### src/rtl/wptr_ctrl_sync.sv
// wptr_ctrl_sync: write-domain FIFO controller with read-pointer sync, flags, level and sticky overflow
module wptr_ctrl_sync #(
  parameter int ADDR_WIDTH   = 8,
  parameter int AFULL_THRESH = 2**ADDR_WIDTH-2,
  parameter int SYNC_STAGES  = 2
) (
  input  logic                  wclk,
  input  logic                  wrstn,
  input  logic                  wr_en,
  input  logic [ADDR_WIDTH:0]   g_rptr,
  input  logic                  ovf_clr,
  output logic [ADDR_WIDTH-1:0] waddr,
  output logic                  wr_accept,
  output logic [ADDR_WIDTH:0]   b_wptr,
  output logic [ADDR_WIDTH:0]   g_wptr,
  output logic                  full,
  output logic                  almost_full,
  output logic [ADDR_WIDTH:0]   wr_level,
  output logic                  overflow
);
  localparam int PW = ADDR_WIDTH + 1;
  localparam logic [ADDR_WIDTH:0] DEPTH = PW'(2**ADDR_WIDTH);
  localparam logic [ADDR_WIDTH:0] AF    = PW'(AFULL_THRESH);
  logic [SYNC_STAGES-1:0][ADDR_WIDTH:0] sync_q;
  logic [ADDR_WIDTH:0] g_rptr_s, b_rptr_s;
  logic [ADDR_WIDTH:0] b_wptr_q, b_wptr_d, g_wptr_q, g_wptr_d, level_q, level_d;
  logic full_q, full_d, af_q, af_d, ovf_q, ovf_d;
  assign g_rptr_s = sync_q[SYNC_STAGES-1];
  // each binary bit is the XOR of all Gray bits at or above it
  for (genvar i = 0; i <= ADDR_WIDTH; i++) begin : g_g2b
    assign b_rptr_s[i] = ^g_rptr_s[ADDR_WIDTH:i];
  end
  always_comb begin
    wr_accept = wr_en & ~full_q;
    b_wptr_d  = b_wptr_q + PW'(wr_accept);
    g_wptr_d  = b_wptr_d ^ (b_wptr_d >> 1);
    level_d   = b_wptr_d - b_rptr_s;
    full_d    = level_d == DEPTH;
    af_d      = level_d >= AF;
    ovf_d     = (wr_en & full_q) | (ovf_q & ~ovf_clr);
  end
  always_ff @(posedge wclk or negedge wrstn) begin
    if (!wrstn) begin
      sync_q   <= '0;
      b_wptr_q <= '0;
      g_wptr_q <= '0;
      level_q  <= '0;
      full_q   <= 1'b0;
      af_q     <= 1'b0;
      ovf_q    <= 1'b0;
    end else begin
      sync_q   <= {sync_q[SYNC_STAGES-2:0], g_rptr};
      b_wptr_q <= b_wptr_d;
      g_wptr_q <= g_wptr_d;
      level_q  <= level_d;
      full_q   <= full_d;
      af_q     <= af_d;
      ovf_q    <= ovf_d;
    end
  end
  assign waddr       = b_wptr_q[ADDR_WIDTH-1:0];
  assign b_wptr      = b_wptr_q;
  assign g_wptr      = g_wptr_q;
  assign wr_level    = level_q;
  assign full        = full_q;
  assign almost_full = af_q;
  assign overflow    = ovf_q;
endmodule

### config.mk
export PLATFORM = sky130hd
export DESIGN_NAME = wptr_ctrl_sync
export DESIGN_NICKNAME = d
export VERILOG_FILES = /design/src/rtl/wptr_ctrl_sync.sv
export SDC_FILE = /design/constraint.sdc
export NUM_CORES = 1
export LEC_CHECK = 0
export ABC_AREA = 1
export CORE_MARGIN = 8
export CORE_UTILIZATION = 60
export CTS_CLUSTER_DIAMETER = 100
export DETAILED_ROUTE_END_ITERATION = 10
export DONT_BUFFER_PORTS = 1
export PLACE_DENSITY = 0.77
export SYNTH_ARGS = -nofsm -noshare
export SYNTH_HDL_FRONTEND = slang
export SYNTH_SLANG_ARGS = --single-unit
### constraint.sdc
create_clock -name wclk -period 3.41 [get_ports wclk]
set_input_delay 0.341 -clock wclk [delete_from_list [all_inputs] [get_ports wclk]]
set_output_delay 0.341 -clock wclk [all_outputs]
set_load 0.05 [all_outputs]
After elaboration in Yosys (flattened, before gate mapping)
Cells that the tools add are included.

storage, ports and cells
  bits in registers = 48
  latch bits = 0
  memory bits (writable) = 0
  memory bits (read-only) = 0
  input port bits = 13
  output and inout bits = 39
  word-level logic and storage cells = 27
  memories kept = 0

cells by class
  add/subtract/negate cells = 2
  multiply operators = 0
  divide/modulo/power cells = 0
  $lt $le $gt $ge = 1
  equality and inequality tests = 1
  shift operators = 0
  muxes and demuxes = 0
  bitwise gates (word level) = 7
  reduce and logical (&&, ||, !) cells = 8

operator list
  cell                                                                number
  adder 9 x 1 -> 9 bit                                                1
  equality test 9 bit (second input constant)                         1
  greater-or-equal comparator 9 x 8 -> 1 bit (second input constant)  1
  XOR reduction 9 bit                                                 1
  subtractor 9 bit                                                    1
  bitwise XOR 9 x 8 -> 9 bit                                          1
  XOR reduction 8 bit                                                 1
  XOR reduction 7 bit                                                 1
  XOR reduction 6 bit                                                 1
  XOR reduction 5 bit                                                 1
  XOR reduction 4 bit                                                 1
  AND 1 bit                                                           3
  XOR reduction 3 bit                                                 1
  NOT 1 bit                                                           2
  XOR reduction 2 bit                                                 1
  OR 1 bit                                                            1

Longest topological paths before layout
Gate-level depths: netlist of the first run.

  depth after elaboration = 5
  mapped depth = 20
  depth with buffers taken out = 20

Least setup slack after synthesis of the first run
OpenSTA, ideal clock, no wires.

  path type = register -> register
  start point = reg full_q, in the netlist full
  end point = reg af_q, in the netlist almost_full
  setup time = 0.118 ns
  arrival time = 3.443 ns
  data required time = 3.292 ns
  setup slack = -0.151 ns
  cell stages (with the launch flop) = 15
  buffers on the path = 0
  period minus slack after synthesis = 3.561 ns
  cell sequence = dfrtp_1 -> nor2_1 -> ha_1 -> nand3_1 -> nor2_1 -> nand2_1 -> nor2_1 -> xor2_1 -> inv_1 -> ha_1 -> a21oi_1 -> a21boi_0 -> nand3b_1 -> nand2_1 -> nand2_1

on the way
  longest elaborated chain between the ends = 5

RTL lines
  what                                        line  RTL
  start: declaration                          27    logic full_q, full_d, af_q, af_d, ovf_q, ovf_d;
  start signal: assignment                    56    full_q <= full_d;
  NOT 1 bit                                   34    wr_accept = wr_en & ~full_q;
  AND 1 bit                                   34
  via wr_accept                               13    output logic wr_accept,
  adder 9 x 1 -> 9 bit                        35    b_wptr_d = b_wptr_q + PW'(wr_accept);
  via b_wptr_d[7]                             26    logic [ADDR_WIDTH:0] b_wptr_q, b_wptr_d, g_wptr_q, g_wptr_d, level_q, level_d;
  subtractor 9 bit                            37    level_d = b_wptr_d - b_rptr_s;
  greater-or-equal comparator 9 x 8 -> 1 bit  39    af_d = level_d >= AF;
  via af_d                                    27
  end signal: assignment                      49    af_q <= 1'b0;
  end signal: assignment                      57    af_q <= af_d;
  end: declaration                            27

The timed path passes the listed nets, and every way through them passes these cells.

Worst setup path in the final report of the first run
  start point = reg full_q, in the netlist full
  end point = reg full_q, in the netlist full

on the way
  longest elaborated chain between the ends = 5

RTL lines
  what                  line  RTL
  NOT 1 bit             34
  AND 1 bit             34
  adder 9 x 1 -> 9 bit  35
  via b_wptr_d[7]       26
  subtractor 9 bit      37
  equality test 9 bit   38    full_d = level_d == DEPTH;
  via full_d            27

The timed path passes the listed nets, and every way through them passes these cells.

==> results of run 1 <==
==> flip-flops by register name, summed over array words and instances (netlist names) <==
| signal | flops |
|---|---|
| g_wptr | 8 |
| sync_q | 9 |
| b_wptr | 9 |
| overflow | 1 |
| full | 1 |
| g_rptr_s | 9 |
| wr_level | 9 |
| almost_full | 1 |
==> timing repair <==
item                       CTS  global route
hold endpoints to repair    47             0
hold buffers                 2             0
setup endpoints to repair    0             0
resized for setup            0             0
==> final cells by class <==
cell class	count	area [um2]
Multi-Input combinational cell	190	1150
Sequential cell	47	1180
Tap cell	50	62.6
Inverter	42	158
Timing Repair Buffer	13	120
Clock buffer	5	68.8
Fill cell	330	1300
Clock inverter	3	20.0
==> report_power, final <==
group          leakage [nW]  switching (mW)  internal [mW]
registers             0.550           0.430          0.712
logic                 0.891           0.992          0.417
clock network        0.0402           0.179          0.142
==> stage by stage <==
stage,util,power (mW)
finish,0.680,2.87
global route,0.680,3.08
CTS,0.680,2.89
detailed placement,0.649,2.55
global placement,0.649,2.53
floorplan,-,2.34
==> cells in the mapped netlist, drive strengths merged (2+ instances only) <==
cell type,n,share of area
a21oi,3,0.0074
buf,9,0.026
dfrtp,47,0.46
ha,9,0.044
inv,42,0.062
nand2,101,0.18
nand3,32,0.077
nand3b,2,0.0059
nand4,2,0.0049
nor2,12,0.025
o21ai,2,0.0054
o21bai,2,0.0059
xnor2,3,0.013
xor2,18,0.065
==> worst min-delay path by stage <==
stage / from / endpoint / slack [ps]
after global placement: wrstn / g_wptr[5] / 50
after CTS: g_rptr[8] / sync_q[8] / 60
after global routing: g_rptr[3] / sync_q[3] / 50
after detailed placement: wrstn / g_wptr[3] / 50
after floorplan: wrstn / almost_full / 50
final: g_rptr[4] / sync_q[4] / 70
==> routing by layer <==
metal | vias up | GRT usage
li1 | 898 | -
met1 | 851 | 0.180
met2 | 51 | 0.260
met3 | 6 | 0.0397
met4 | 0 | 0.0607
met5 | - | 0
==> cell families (layout without fill, tap and decap cells) <==
| group | Yosys count | in the layout | share of synthesized area |
|---|---|---|---|
| adder cells (fa/ha/maj) | 10 | 10 | 0.0519 |
| buffers and inverters | 51 | 63 | 0.0882 |
| XOR/XNOR | 21 | 21 | 0.0779 |
| AO/OA/AOI/OAI | 9 | 9 | 0.0245 |
| AND/OR/NAND/NOR | 150 | 150 | 0.297 |
| flip-flops | 47 | 47 | 0.461 |
==> out/metrics.cfg, run 1 <==
[clock_tree]
clk_pin_slew_ps=80
root_buffer=clkbuf_8
cts.sinks=47
htreeDepth=2
cts_max_path_buffers=2
cts_tree=yes
worstSkewPairLatency_ps=300
cts-buffers-inserted=5
cts_setup_buffers=0

[logic_synthesis]
synth_edf_count=0
syn-mean-instance-area_um2=8.87
syn_area_mm2=0.00255
synth_cells=288
synthFlopType=dfrtp_1
yosys_register_bits=47
yosysWarnings=0
async_flop_share=1.00
ys_types=29
syn_nets=311
ys_seq_area_frac=0.461

[min_path]
hold_path.class=in -> reg
whs_path_depth=0

[worst_setup_path]
critical_path.max_stage_delay_ps=390
worst_path_max_delay_cell=dfrtp_1
cpMostUsedCell=nand2_1
start_kind=flop
startpoint=full
path_buf_inv=1
cp-endpoint=full
path_cells=nor2_2, ha_1, nand3_1, nor2_1, nand2_1, nor2_1, xor2_1, inv_1, ha_1, a21oi_1, a21boi_0, nand2_1, nand2_1, nand2_1, nor2_1
r2r_start=full
worst-setup-path-type=reg -> reg
rr_worst_depth=15
worst-path-stages=15
worstPathRequired_ps=3640
end_kind=flop
path_max_fanout=5
path_delay_family=simple AND/OR/NAND/NOR gates
rr_endpoint=full
arrival_ps=3110
rrSetupSlack_ps=530

[routing]
drt_first_iter_violations=85
avgRoutedWirePerCell_um=12.9
drcViolationCount=0
postRouteAntennaNets=0
first_pass_iters=4
wl_met1_um=1930
routed-wl-met2_um=2240
met3WireLength_um=305
wl_um=4530
viasPerCell=5.16
route.vias.total=1806
routed.top_layer=met4

[timing]
slew_headroom=0.670
drv_slew=0
period_minus_slack_ps=2880
worstMarginPinSlew_ps=495
min_period_over_period=0.845
max_freq_ghz=0.347
skew_ps=10.6
fin_setup_tns_ps=0
setup_viol=0
hold_ws_ps=66.1
rsz0062_at_grt=false
hold_viol_final=0
layout_setup_ws_ps=530

[floorplan]
pin_count=52
die_h_um=81.2
die_x_um=81.2
die_area_mm2=0.00660
rows=23
core_region_area_mm2=0.00406
start_util=0.629

[layout]
finalInstanceArea_mm2=0.00276
final_cell_mix=nand2_1 (81), dfrtp_1 (47), inv_1 (37), nand3_1 (26), xor2_1 (17)
antenna-diode-count=0
fin_nets=322
drive_above_1_share=0.210
syn_to_final_growth_pct=8.08
layout.cells.non_filler=350
mostFrequentLayoutCell=nand2_1

[placement]
place_inst=340
pre_cts_ws_ps=535
placed_area_mm2=0.00263
dp.final_hpwl_um=3670
place.gp.congestion=0.930
io_buffers=0

[power]
leakagePower_nw=1.48
ir_drop_v=0.000349
power.density_mw_per_mm2=1040

[grt]
antenna_found_initial=0
grt_first_pass_wirelength_um=7820
groute.usage.overall=0.153
grt_max_degree=48
grt.overflow.total=0
first_global_vias=1786

[run_status]
status=finished, final reports clean

[flow_run]
drv_cap=0

(Power assumes the default switching activity.)
==> inputs of run 2 (changes only) <==
clock period = 2.7 ns   (was 3.41 ns; I/O delays follow)
==> run 2 against run 1 <==
Net effect: flip-flop and latch count stayed put; via count rose by 6.1%; fmax is 9.3% higher.
==> out/metrics.cfg, run 2 (synthesized netlist as in run 1, its figures left out) <==
[run_status]
status=finished, final reports clean

[power]
pwr-share-clk=0.098
leakagePower_nw=1.60
power.total_mw=3.89
ir_drop_v=0.000469
combPwrFrac=0.523
seq_power_share=0.378
power.density_mw_per_mm2=1240
p_sw_mw=2.13
internal_power_mw=1.76
swShare=0.548

[floorplan]
die_h_um=81.2
die_x_um=81.2
core_region_area_mm2=0.00406
die_area_mm2=0.00660
pin_count=52
rows=23
start_util=0.629

[layout]
antenna-diode-count=0
mostFrequentLayoutCell=nand2_1
drive_above_1_share=0.339
final_cell_mix=nand2_1 (73), dfrtp_1 (45), inv_1 (30), buf_4 (26), nand3_1 (23)
finalInstanceArea_mm2=0.00312
fin_nets=346
syn_to_final_growth_pct=22.3
layout.cells.non_filler=372

[placement]
placed_area_mm2=0.00273
dp.final_hpwl_um=3720
place.gp.congestion=0.907
pre_cts_ws_ps=-112
io_buffers=0
place_inst=344

[routing]
wl_met1_um=2110
first_pass_iters=4
drcViolationCount=0
avgRoutedWirePerCell_um=14.5
viasPerCell=5.15
route.vias.total=1917
wl_um=5390
routed.top_layer=met4
postRouteAntennaNets=0
routed-wl-met2_um=2750
met3WireLength_um=345
drt_first_iter_violations=81

[timing]
hold_viol_final=0
setup_viol=0
slew_headroom=0.667
rsz0062_at_grt=true
worstMarginPinSlew_ps=500
skew_ps=5.23
fin_setup_tns_ps=0
max_freq_ghz=0.380
drv_slew=0
min_period_over_period=0.976
period_minus_slack_ps=2630
layout_setup_ws_ps=65.2

[worst_setup_path]
rr_worst_depth=20
path_delay_family=simple AND/OR/NAND/NOR gates
start_kind=flop
worst_path_max_delay_cell=dfrtp_1
worst-setup-path-type=reg -> reg
worstPathRequired_ps=2880
arrival_ps=2820
rrSetupSlack_ps=70
rr_endpoint=almost_full
r2r_start=g_rptr_s[7]
path_cells=inv_2, nand2_4, nand2_8, nand2_8, nand2_4, nand2_4, nand2_4, xor2_2, inv_2, ha_4, fa_2, inv_2, buf_4, nand3_1, nand2_1, nand2_1, nand2_1, inv_1, nand3_1, nand2_1
path_buf_inv=5
critical_path.max_stage_delay_ps=430
path_max_fanout=5
end_kind=flop

[clock_tree]
cts_tree=yes
root_buffer=clkbuf_8
cts_max_path_buffers=2
worstSkewPairLatency_ps=300
clk_pin_slew_ps=80
cts.sinks=47
htreeDepth=2
cts-buffers-inserted=5

[grt]
grt_max_degree=48
first_global_vias=1730
grt.overflow.total=0
groute.usage.overall=0.154
antenna_found_initial=0
grt_first_pass_wirelength_um=7830

[flow_run]
drv_cap=0

[min_path]
hold_start=ovf_clr
whs_path_depth=1
hold_path.class=in -> reg
min_to=overflow

run 2: how the worst max path moves through the flow:
| stage | start | endpoint | cells past startpoint |
|---|---|---|---|
| final | g_rptr_s[7] | almost_full | 20 |
| after global routing | full | almost_full | 14 |
| after CTS | g_rptr_s[8] | full | 20 |
| after detailed placement | g_rptr_s[8] | full | 20 |
| after global placement | g_rptr_s[8] | full | 20 |
| after floorplan | full | almost_full | 14 |
run 2: final cells by class:
type / count / area [um2]
Fill cell: 251 / 933
Clock buffer: 6 / 72.6
Multi-Input combinational cell: 190 / 1330
Timing Repair Buffer: 37 / 323
Sequential cell: 47 / 1180
Tap cell: 50 / 62.6
Inverter: 42 / 158
run 2: repair_timing:
item	in CTS	in global routing
resized for setup	5	27
pin swaps	0	16
setup buffers	1	10
endpoints found under the hold margin	56	0
hold buffers	11	0
endpoints found under the setup margin	1	3
run 2: worst reg2reg max path, delay by kind of cell, from the launching register on:
kind / cells / cell delay (ps)
adder cells (fa/ha/maj): 2 / 520
buffers and inverters: 5 / 420
XOR/XNOR: 1 / 160
AND/OR/NAND/NOR: 12 / 970
flip-flops: 1 / 430
run 2: power by group through the flow:
| stage | clock network [mW] | logic, mW | registers, mW |
|---|---|---|---|
| after detailed placement | 0 | 1.81 | 1.49 |
| after floorplan | 0 | 1.34 | 1.65 |
| final | 0.382 | 2.03 | 1.47 |
| after CTS | 0.394 | 1.86 | 1.48 |
| after global placement | 0 | 1.78 | 1.49 |
| after global routing | 0.422 | 2.23 | 1.50 |
run 2: per-layer routing:
metal / vias to the layer above / global-route usage
li1: 939 / -
met1: 906 / 0.175
met2: 58 / 0.265
met3: 14 / 0.0464
met4: 0 / 0.0643
met5: - / 0
run 2: through the flow:
step,utilization,hold WS [ps]
floorplan,-,-25.6
global placement,0.672,-24.2
detailed placement,0.672,-24.3
CTS,0.726,69.8
global route,0.770,64.4
finish,0.770,73.0
